==> src/rtl/rf_arb_pkg.sv <==
// ============================================================================
//  Module   : rf_arb_pkg
//  Purpose  : Shared types and constants for the int_rf debug arbiter.
//  Revision : 1.0 - initial release
// ============================================================================
`default_nettype none

package rf_arb_pkg;

    localparam int         XLEN_DEF    = 32;
    localparam logic [4:0] RF_ZERO_IDX = 5'd0;

    typedef enum logic [2:0] {
        IDLE   = 3'd0,
        ARB    = 3'd1,
        STALL  = 3'd2,
        ACCESS = 3'd3,
        RDATA  = 3'd4,
        DONE   = 3'd5
    } state_t;

    // States during which the pipeline must be held frozen.
    function automatic logic in_stall_window(input state_t s);
        return (s == STALL) || (s == ACCESS) || (s == RDATA);
    endfunction

endpackage : rf_arb_pkg

`default_nettype wire

==> src/rtl/rf_arb_starve_cnt.sv <==
// ============================================================================
//  Module   : rf_arb_starve_cnt
//  Purpose  : Saturating count of WB-busy cycles seen by a pending debug write.
//  Revision : 1.0 - initial release
// ============================================================================
`default_nettype none

module rf_arb_starve_cnt #(
    parameter int STARVE_LIMIT = 4
) (
    input  logic clk,
    input  logic rst_n,
    input  logic clr_i,
    input  logic inc_i,
    output logic hit_o
);

    localparam logic [4:0] HIT_AT = 5'(STARVE_LIMIT - 1);

    logic [3:0] cnt_q;
    logic [3:0] cnt_d;

    always_comb begin
        cnt_d = cnt_q;
        if (clr_i) begin
            cnt_d = 4'd0;
        end else if (inc_i && (cnt_q != 4'hF)) begin
            cnt_d = cnt_q + 4'd1;
        end
    end

    always_ff @(posedge clk or negedge rst_n) begin
        if (!rst_n) begin
            cnt_q <= 4'd0;
        end else begin
            cnt_q <= cnt_d;
        end
    end

    // Asserted when the increment about to happen reaches the limit.
    assign hit_o = ({1'b0, cnt_q} + 5'd1) >= HIT_AT;

endmodule : rf_arb_starve_cnt

`default_nettype wire

==> src/rtl/rf_dbg_arbiter.sv <==
// ============================================================================
//  Module   : rf_dbg_arbiter
//  Purpose  : Shares int_rf between WB writeback and the debug unit.
//  Revision : 1.0 - initial release
// ============================================================================
`default_nettype none

module rf_dbg_arbiter
    import rf_arb_pkg::*;
#(
    parameter int XLEN         = XLEN_DEF,
    parameter int STARVE_LIMIT = 4
) (
    input  logic            clk,
    input  logic            rst_n,
    input  logic            wb_we_i,
    input  logic [4:0]      wb_dst_i,
    input  logic [XLEN-1:0] wb_r_i,
    input  logic [4:0]      id_src1_i,
    input  logic            dbg_req_i,
    input  logic            dbg_we_i,
    input  logic [4:0]      dbg_addr_i,
    input  logic [XLEN-1:0] dbg_wdata_i,
    output logic            dbg_ack_o,
    output logic [XLEN-1:0] dbg_rdata_o,
    input  logic            pipe_stalled_i,
    output logic            stall_req_o,
    output logic            rf_we_o,
    output logic [4:0]      rf_waddr_o,
    output logic [XLEN-1:0] rf_wdata_o,
    output logic [4:0]      rf_src1_o,
    input  logic [XLEN-1:0] rf_src1_rdata_i
);

    state_t          state_q, state_d;
    logic            req_we_q, req_we_d;
    logic [4:0]      req_addr_q, req_addr_d;
    logic [XLEN-1:0] req_wdata_q, req_wdata_d;
    logic [XLEN-1:0] rdata_q, rdata_d;
    logic            stall_req_q, stall_req_d;
    logic            cnt_clr, cnt_inc, cnt_hit;
    logic            dbg_wr_now, dbg_rd_now;

    rf_arb_starve_cnt #(
        .STARVE_LIMIT (STARVE_LIMIT)
    ) u_starve_cnt (
        .clk   (clk),
        .rst_n (rst_n),
        .clr_i (cnt_clr),
        .inc_i (cnt_inc),
        .hit_o (cnt_hit)
    );

    always_comb begin
        state_d     = state_q;
        req_we_d    = req_we_q;
        req_addr_d  = req_addr_q;
        req_wdata_d = req_wdata_q;
        rdata_d     = rdata_q;
        cnt_clr     = 1'b0;
        cnt_inc     = 1'b0;
        dbg_wr_now  = 1'b0;
        dbg_rd_now  = 1'b0;

        case (state_q)
            IDLE: begin
                if (dbg_req_i) begin
                    req_we_d    = dbg_we_i;
                    req_addr_d  = dbg_addr_i;
                    req_wdata_d = dbg_wdata_i;
                    cnt_clr     = 1'b1;
                    state_d     = dbg_we_i ? ARB : STALL;
                end
            end
            ARB: begin
                if (!wb_we_i) begin
                    dbg_wr_now = 1'b1;
                    state_d    = DONE;
                end else begin
                    cnt_inc = 1'b1;
                    if (cnt_hit) begin
                        state_d = STALL;
                    end
                end
            end
            STALL: begin
                if (pipe_stalled_i) begin
                    state_d = ACCESS;
                end
            end
            ACCESS: begin
                // A WB write that slips through still wins; retry next cycle.
                if (req_we_q) begin
                    if (!wb_we_i) begin
                        dbg_wr_now = 1'b1;
                        state_d    = DONE;
                    end
                end else begin
                    dbg_rd_now = 1'b1;
                    state_d    = RDATA;
                end
            end
            RDATA: begin
                rdata_d = (req_addr_q == RF_ZERO_IDX) ? '0 : rf_src1_rdata_i;
                state_d = DONE;
            end
            DONE: begin
                state_d = IDLE;
            end
            default: begin
                state_d = IDLE;
            end
        endcase

        // Registered request: rises one cycle after STALL entry, low in DONE.
        stall_req_d = in_stall_window(state_q) && in_stall_window(state_d);
    end

    always_ff @(posedge clk or negedge rst_n) begin
        if (!rst_n) begin
            state_q     <= IDLE;
            req_we_q    <= 1'b0;
            req_addr_q  <= RF_ZERO_IDX;
            req_wdata_q <= '0;
            rdata_q     <= '0;
            stall_req_q <= 1'b0;
        end else begin
            state_q     <= state_d;
            req_we_q    <= req_we_d;
            req_addr_q  <= req_addr_d;
            req_wdata_q <= req_wdata_d;
            rdata_q     <= rdata_d;
            stall_req_q <= stall_req_d;
        end
    end

    assign rf_we_o     = dbg_wr_now ? (req_addr_q != RF_ZERO_IDX)
                                    : (wb_we_i && (wb_dst_i != RF_ZERO_IDX));
    assign rf_waddr_o  = dbg_wr_now ? req_addr_q  : wb_dst_i;
    assign rf_wdata_o  = dbg_wr_now ? req_wdata_q : wb_r_i;
    assign rf_src1_o   = dbg_rd_now ? req_addr_q  : id_src1_i;
    assign dbg_ack_o   = (state_q == DONE);
    assign dbg_rdata_o = rdata_q;
    assign stall_req_o = stall_req_q;

    a_no_wb_in_access : assert property (@(posedge clk) disable iff (!rst_n)
        ((state_q == ACCESS) && req_we_q) |-> !wb_we_i);

    a_stall_held : assert property (@(posedge clk) disable iff (!rst_n)
        ((state_q == ACCESS) || (state_q == RDATA)) |-> pipe_stalled_i);

endmodule : rf_dbg_arbiter

`default_nettype wire

==> config.mk <==
export PLATFORM = sky130hd
export DESIGN_NAME = rf_dbg_arbiter
export DESIGN_NICKNAME = d
export VERILOG_FILES = /design/src/rtl/rf_arb_pkg.sv /design/src/rtl/rf_arb_starve_cnt.sv /design/src/rtl/rf_dbg_arbiter.sv
export SDC_FILE = /design/constraint.sdc
export NUM_CORES = 1
export LEC_CHECK = 0
export CORE_MARGIN = 2
export CORE_UTILIZATION = 40
export DETAILED_ROUTE_END_ITERATION = 8
export GPL_TIMING_DRIVEN = 0
export HOLD_SLACK_MARGIN = 0.1
export PLACE_DENSITY = 0.81
export SYNTH_ARGS = -nofsm -noshare
export SYNTH_HDL_FRONTEND = slang
export SYNTH_SLANG_ARGS = --single-unit
==> constraint.sdc <==
create_clock -name clk -period 2.45 [get_ports clk]
set_input_delay 0.6125 -clock clk [delete_from_list [all_inputs] [get_ports clk]]
set_output_delay 0.6125 -clock clk [all_outputs]
set_load 0.01 [all_outputs]
# Word-level counts from Yosys, hierarchy flattened
# Cells that the tools add are included.
# totals
output_inout_bits,77
mem_count,0
latchBits,0
romBits,0
reg_bits,78
ram_bits,0
input_bits,117
elab_cells,56
# op_classes
n_addsub,2
n_reduce_logical,13
magnitude_cmp,1
n_bitwise,0
div,0
mul,0
shift,0
muxes,24
eq_ne,9
# op_table
operator,count
$mux 32,2
$mux 3,6
$pmux 3 s5,1
$eq 3x2->1 const B,4
$mux 5,2
$reduce_bool 5->1,2
$eq 3x3->1 const B,3
$mux 1,9
$mux 4,2
$add 4x1->5 const B,1
$ge 5x2->1 const B,1
$logic_not 5->1,1
$add 4x1->4 const B,1
$logic_or 1x1->1,4
$ne 4x4->1 const B,1
$eq 3x1->1 const B,1
$logic_and 1x1->1,3
$logic_not 3->1,1
$mux 2,1
$pmux 1 s2,1
$reduce_and 2->1,1
$reduce_bool 2->1,1

# Depth between registers and ports, before layout
# logic_depth
ltp_word,9
mapped_depth,7
ltp_nobuf,5

# Cells and area by module
# Synthesis repeated with hierarchy kept, for this count alone.
# hier_totals
cells_unflattened,328
area_unflattened_um2,3769.9
# modules_own_cells
module,instances,seq_area_each_um2,cells_each,area_per_inst_um2
rf_dbg_arbiter,1,1851.8,301,3512.1
rf_arb_starve_cnt,1,100.1,27,257.7

# Worst setup path after synthesis
# Ideal clock, no wire load.
# synth_path
path_type,input -> output
start,input wb_we_i
end,output rf_wdata_o[12]
required_time_ps,1837
arrival_ps,1465
slack_ps,373
stages,5
path_buffers,2
path_cell_list,inv_1 -> nand4_1 -> buf_2 -> buf_4 -> mux2_2
# synth_via
elab_chain_len,4
# synth_rtl
element,line,rtl
"start, declared",rf_dbg_arbiter.sv:16,"input logic wb_we_i,"
$mux 1 *,"rf_dbg_arbiter.sv:76, rf_dbg_arbiter.sv:94",
$mux 1,rf_dbg_arbiter.sv:93,if (req_we_q) begin
$pmux 1 s2 *,rf_dbg_arbiter.sv:65,case (state_q)
$mux 32 *,rf_dbg_arbiter.sv:140,assign rf_wdata_o = dbg_wr_now ? req_wdata_q : wb_r_i;
"end, declared",rf_dbg_arbiter.sv:30,"output logic [XLEN-1:0] rf_wdata_o,"
# Mark *: on every way between the ends. The rest lies on a longest branch, timed or not.

# Worst setup path after layout
# layout_path
start,register req_we_q
end,output rf_wdata_o[25]
# layout_via
elab_chain_len,3
# layout_rtl
element,line,rtl
"start, declared",rf_dbg_arbiter.sv:36,"logic req_we_q, req_we_d;"
"start signal, assigned",rf_dbg_arbiter.sv:129,req_we_q <= req_we_d;
$mux 1,rf_dbg_arbiter.sv:93,
$pmux 1 s2,rf_dbg_arbiter.sv:65,
$mux 32,rf_dbg_arbiter.sv:140,
# No other way between the ends.

==> metrics.cfg <==
[global_route]
grt_first_pass_wirelength_mm=16.4
grt_use_met2_pct=37.6
grt.busiest_layer=met2
use_met3_pct=3.97
met1_usage_pct=24.2
grt_overflow=0
grt_usage_pct=20.8
antenna_found_initial=0
first_global_vias=3384
grt_max_degree=60

[drt]
wl_per_cell_microns=16.1
dr.pass1.iters=4
vias=3382
routed_wl_mm=10.8
drt_iter0_markers=117
final_antenna_net_count=0
viasPerCell=5.04
drc=0

[synthesis]
synth_ff_type=dfrtp_1
ys_seq_area_share_pct=52.5
ys_top_cells_by_count=78 x dfrtp_1, 77 x mux2_2, 72 x nand2_1
synth_area_leader_cell=dfrtp_1
ys_ff_latch=78
yosysTopAreaCellShare_pct=52.5
synthCells=330
syn_avg_cell_area_sq_um=11.3
ys_warn_count=0
synth_most_common_cell=dfrtp_1
synth_edf_count=0
ys_top_cells_by_area=dfrtp_1 53%, mux2_2 23%, nand2_1 7.3%
syn-cell-area_sq_um=3720
ys_async_sr_fraction_pct=100
ys_types=33
syn-num-nets=449

[clock_tree]
clockBufferDepth=2
path_clk_slew_ps=80
numCtsBuffers=9
h-tree-depth=3
cts_root_buf=clkbuf_8
tritoncts=yes
clkSinkCount=78
worstSkewPairLatency_ps=340

[timing]
setup_tns_ps=-190
tightestPinTransition_ps=573
final-hold-violation-count=0
fmax_mhz=403
fin_hold_ws_ps=154
clock_skew_ps=8.95
drv_slew=0
post-route-period-util_pct=101
fin_crit_ps=2480
grt_setup_unrepaired=true
setup_ws_ps=-32.4
finalSetupViolCount=17
max_slew_margin_pct=61.6

[floorplanning]
fp-row-count=35
core_area_sq_um=9110
io_pins=194
fp.dieW_microns=100
fp.dieH_microns=100
die_area_sq_um=10100
start_util_pct=40.8

[power]
ir_drop_mv=0.438
p_leak_nw=2.83
cellPowerDensity_nw_per_um2=1060
fin_total_pwr_mw=6.68

[run_status]
outcome=complete, but fails checks
failed_checks=negative setup slack

[worst_setup_path]
r2r_cells=5
max_stage_delay_ps=410
r2r-start=state_q[0]$_DFF_PN0_
start_kind=flip-flop
crit_slowest_cell=dfrtp_2
crit_top_cell=buf_6
reg2reg_setup_slack_ps=500
worstSetupEndpointType=primary output
critical-path-top-delay-family=buffers and inverters
path_class=flip-flop to primary output
required_ps=1840
cp_max_fo=8
reg2reg_to=req_wdata_q[26]$_DFFE_PN0P_
crit_arrival_ps=1870
path_cells=nand2b_4, nand4_1, buf_6, buf_12, clkbuf_16, mux2_2, buf_6
cp.buffers_inverters=4

[worst_hold_path]
hold_class=primary input to async pin

[placed_design]
gp_congestion=0.797
dpl_worst_slack_ps=-940
dp_cells=635
port_buffers=193
dp_hpwl_mm=7.81

[final_layout]
drive_gt1_share_pct=32.7
fin_cells=671
multi_input_area_sq_um=1650
fillers=709
diodes=0
nets=675
seqCellArea_sq_um=1950
syn_to_final_growth_pct=68.8

[run]
drv_cap=0

## cell families (layout without fill, tap and decap cells)
| family | count (synthesis) | after routing | share of synthesized area, % |
|---|---|---|---|
| XOR/XNOR | 1 | 1 | 0.236 |
| multiplexers | 80 | 80 | 24.2 |
| AND/OR/NAND/NOR | 93 | 93 | 11.1 |
| AO/OA/AOI/OAI | 49 | 49 | 7.10 |
| flip-flops | 78 | 78 | 52.5 |
| adder cells (fa/ha/maj) | 2 | 2 | 0.673 |
| buffers and inverters | 27 | 257 | 4.07 |
## sequential cells by signal, summed over array words and instances, names as in the netlist
| name | cells |
|---|---|
| dbg_rdata_o | 32 |
| req_wdata_q | 32 |
| req_addr_q | 5 |
| u_starve_cnt.cnt_q | 4 |
| state_q | 3 |
| req_we_q | 1 |
| stall_req_o | 1 |
## per-layer routing
| layer | wire length [microns] | vias up |
|---|---|---|
| li1 | - | 1588 |
| met1 | 4190 | 1653 |
| met2 | 5810 | 127 |
| met3 | 581 | 14 |
| met4 | 184 | 0 |
| met5 | 0 | - |
## where the power goes
group / total [mW] / internal [mW] / switching, mW
clock: 0.968 / 0.495 / 0.473
sequential: 2.30 / 1.92 / 0.374
combinational: 3.41 / 2.01 / 1.40
## metrics by stage
step | util [%] | cell area, sq um
after floorplan | - | 3720
after global placement | 63.5 | 5790
after detailed placement | 63.8 | 5810
after CTS | 66.5 | 6060
after global routing | 68.9 | 6270
final | 68.9 | 6270
## placed cells by master (no fill, tap or decap), drive strengths merged
cell type      Yosys  final
clkbuf             9     19
nor3               5      5
mux2              80     80
nand2b             1      1
or4                1      1
xnor2              1      1
dlygate4sd2        0      4
bufinv             0      1
o221ai             1      1
o211ai             1      1
a211oi             1      1
clkinv             0      1
a21oi              8      8
nand3b             1      1
a31oi              1      1
nand2             72     72
and4bb             1      1
dfrtp             78     78
o41ai              1      1
and3               1      1
inv                6      7
nor4b              1      1
nand4              1      1
clkinvlp           0      2
and4b              1      1
nor2               6      6
a221o              1      1
nand3              1      1
buf               12     79
clkdlybuf4s50      0    144
or3                1      1
ha                 2      2
o21ai             35     35
## worst register-to-register path, cell delays in order (launching register included)
cell     delay (ps)
dfrtp_1         390
buf_6           130
buf_4           160
nor4b_4         570
buf_6           240
mux2_2          350
## repair_timing
action | 4_1_cts | 5_1_grt
endpoints found under the setup margin | 43 | 43
hold buffers | 0 | 0
cloned | 2 | 1
pin swaps | 4 | 3
buffers inserted | 15 | 6
resized for setup | 202 | 45
## how the worst max path moves through the flow
| stage | depth (start not counted) | slack (ps) | endpoint | start |
|---|---|---|---|---|
| floorplan | 5 | 370 | rf_wdata_o[12] | wb_we_i |
| global placement | 1 | -2010 | req_wdata_q[2]$_DFFE_PN0P_ | rst_n |
| detailed placement | 7 | -940 | rf_wdata_o[23] | wb_we_i |
| CTS | 7 | -100 | rf_wdata_o[15] | req_we_q$_DFFE_PN0P_ |
| global route | 7 | -100 | rf_wdata_o[27] | req_we_q$_DFFE_PN0P_ |
| finish | 7 | -30 | rf_wdata_o[25] | req_we_q$_DFFE_PN0P_ |
## cell type report
| cell class | instances | area share (%) |
|---|---|---|
| buffer | 18 | 2.51 |
| clock buffer | 10 | 2.19 |
| clock inverter | 5 | 0.938 |
| inverter | 6 | 0.439 |
| multi-input combinational | 225 | 26.3 |
| sequential | 78 | 31.2 |
| tap | 111 | 2.21 |
| timing repair buffer | 218 | 34.3 |
Power figures use the tool's default switching activity.
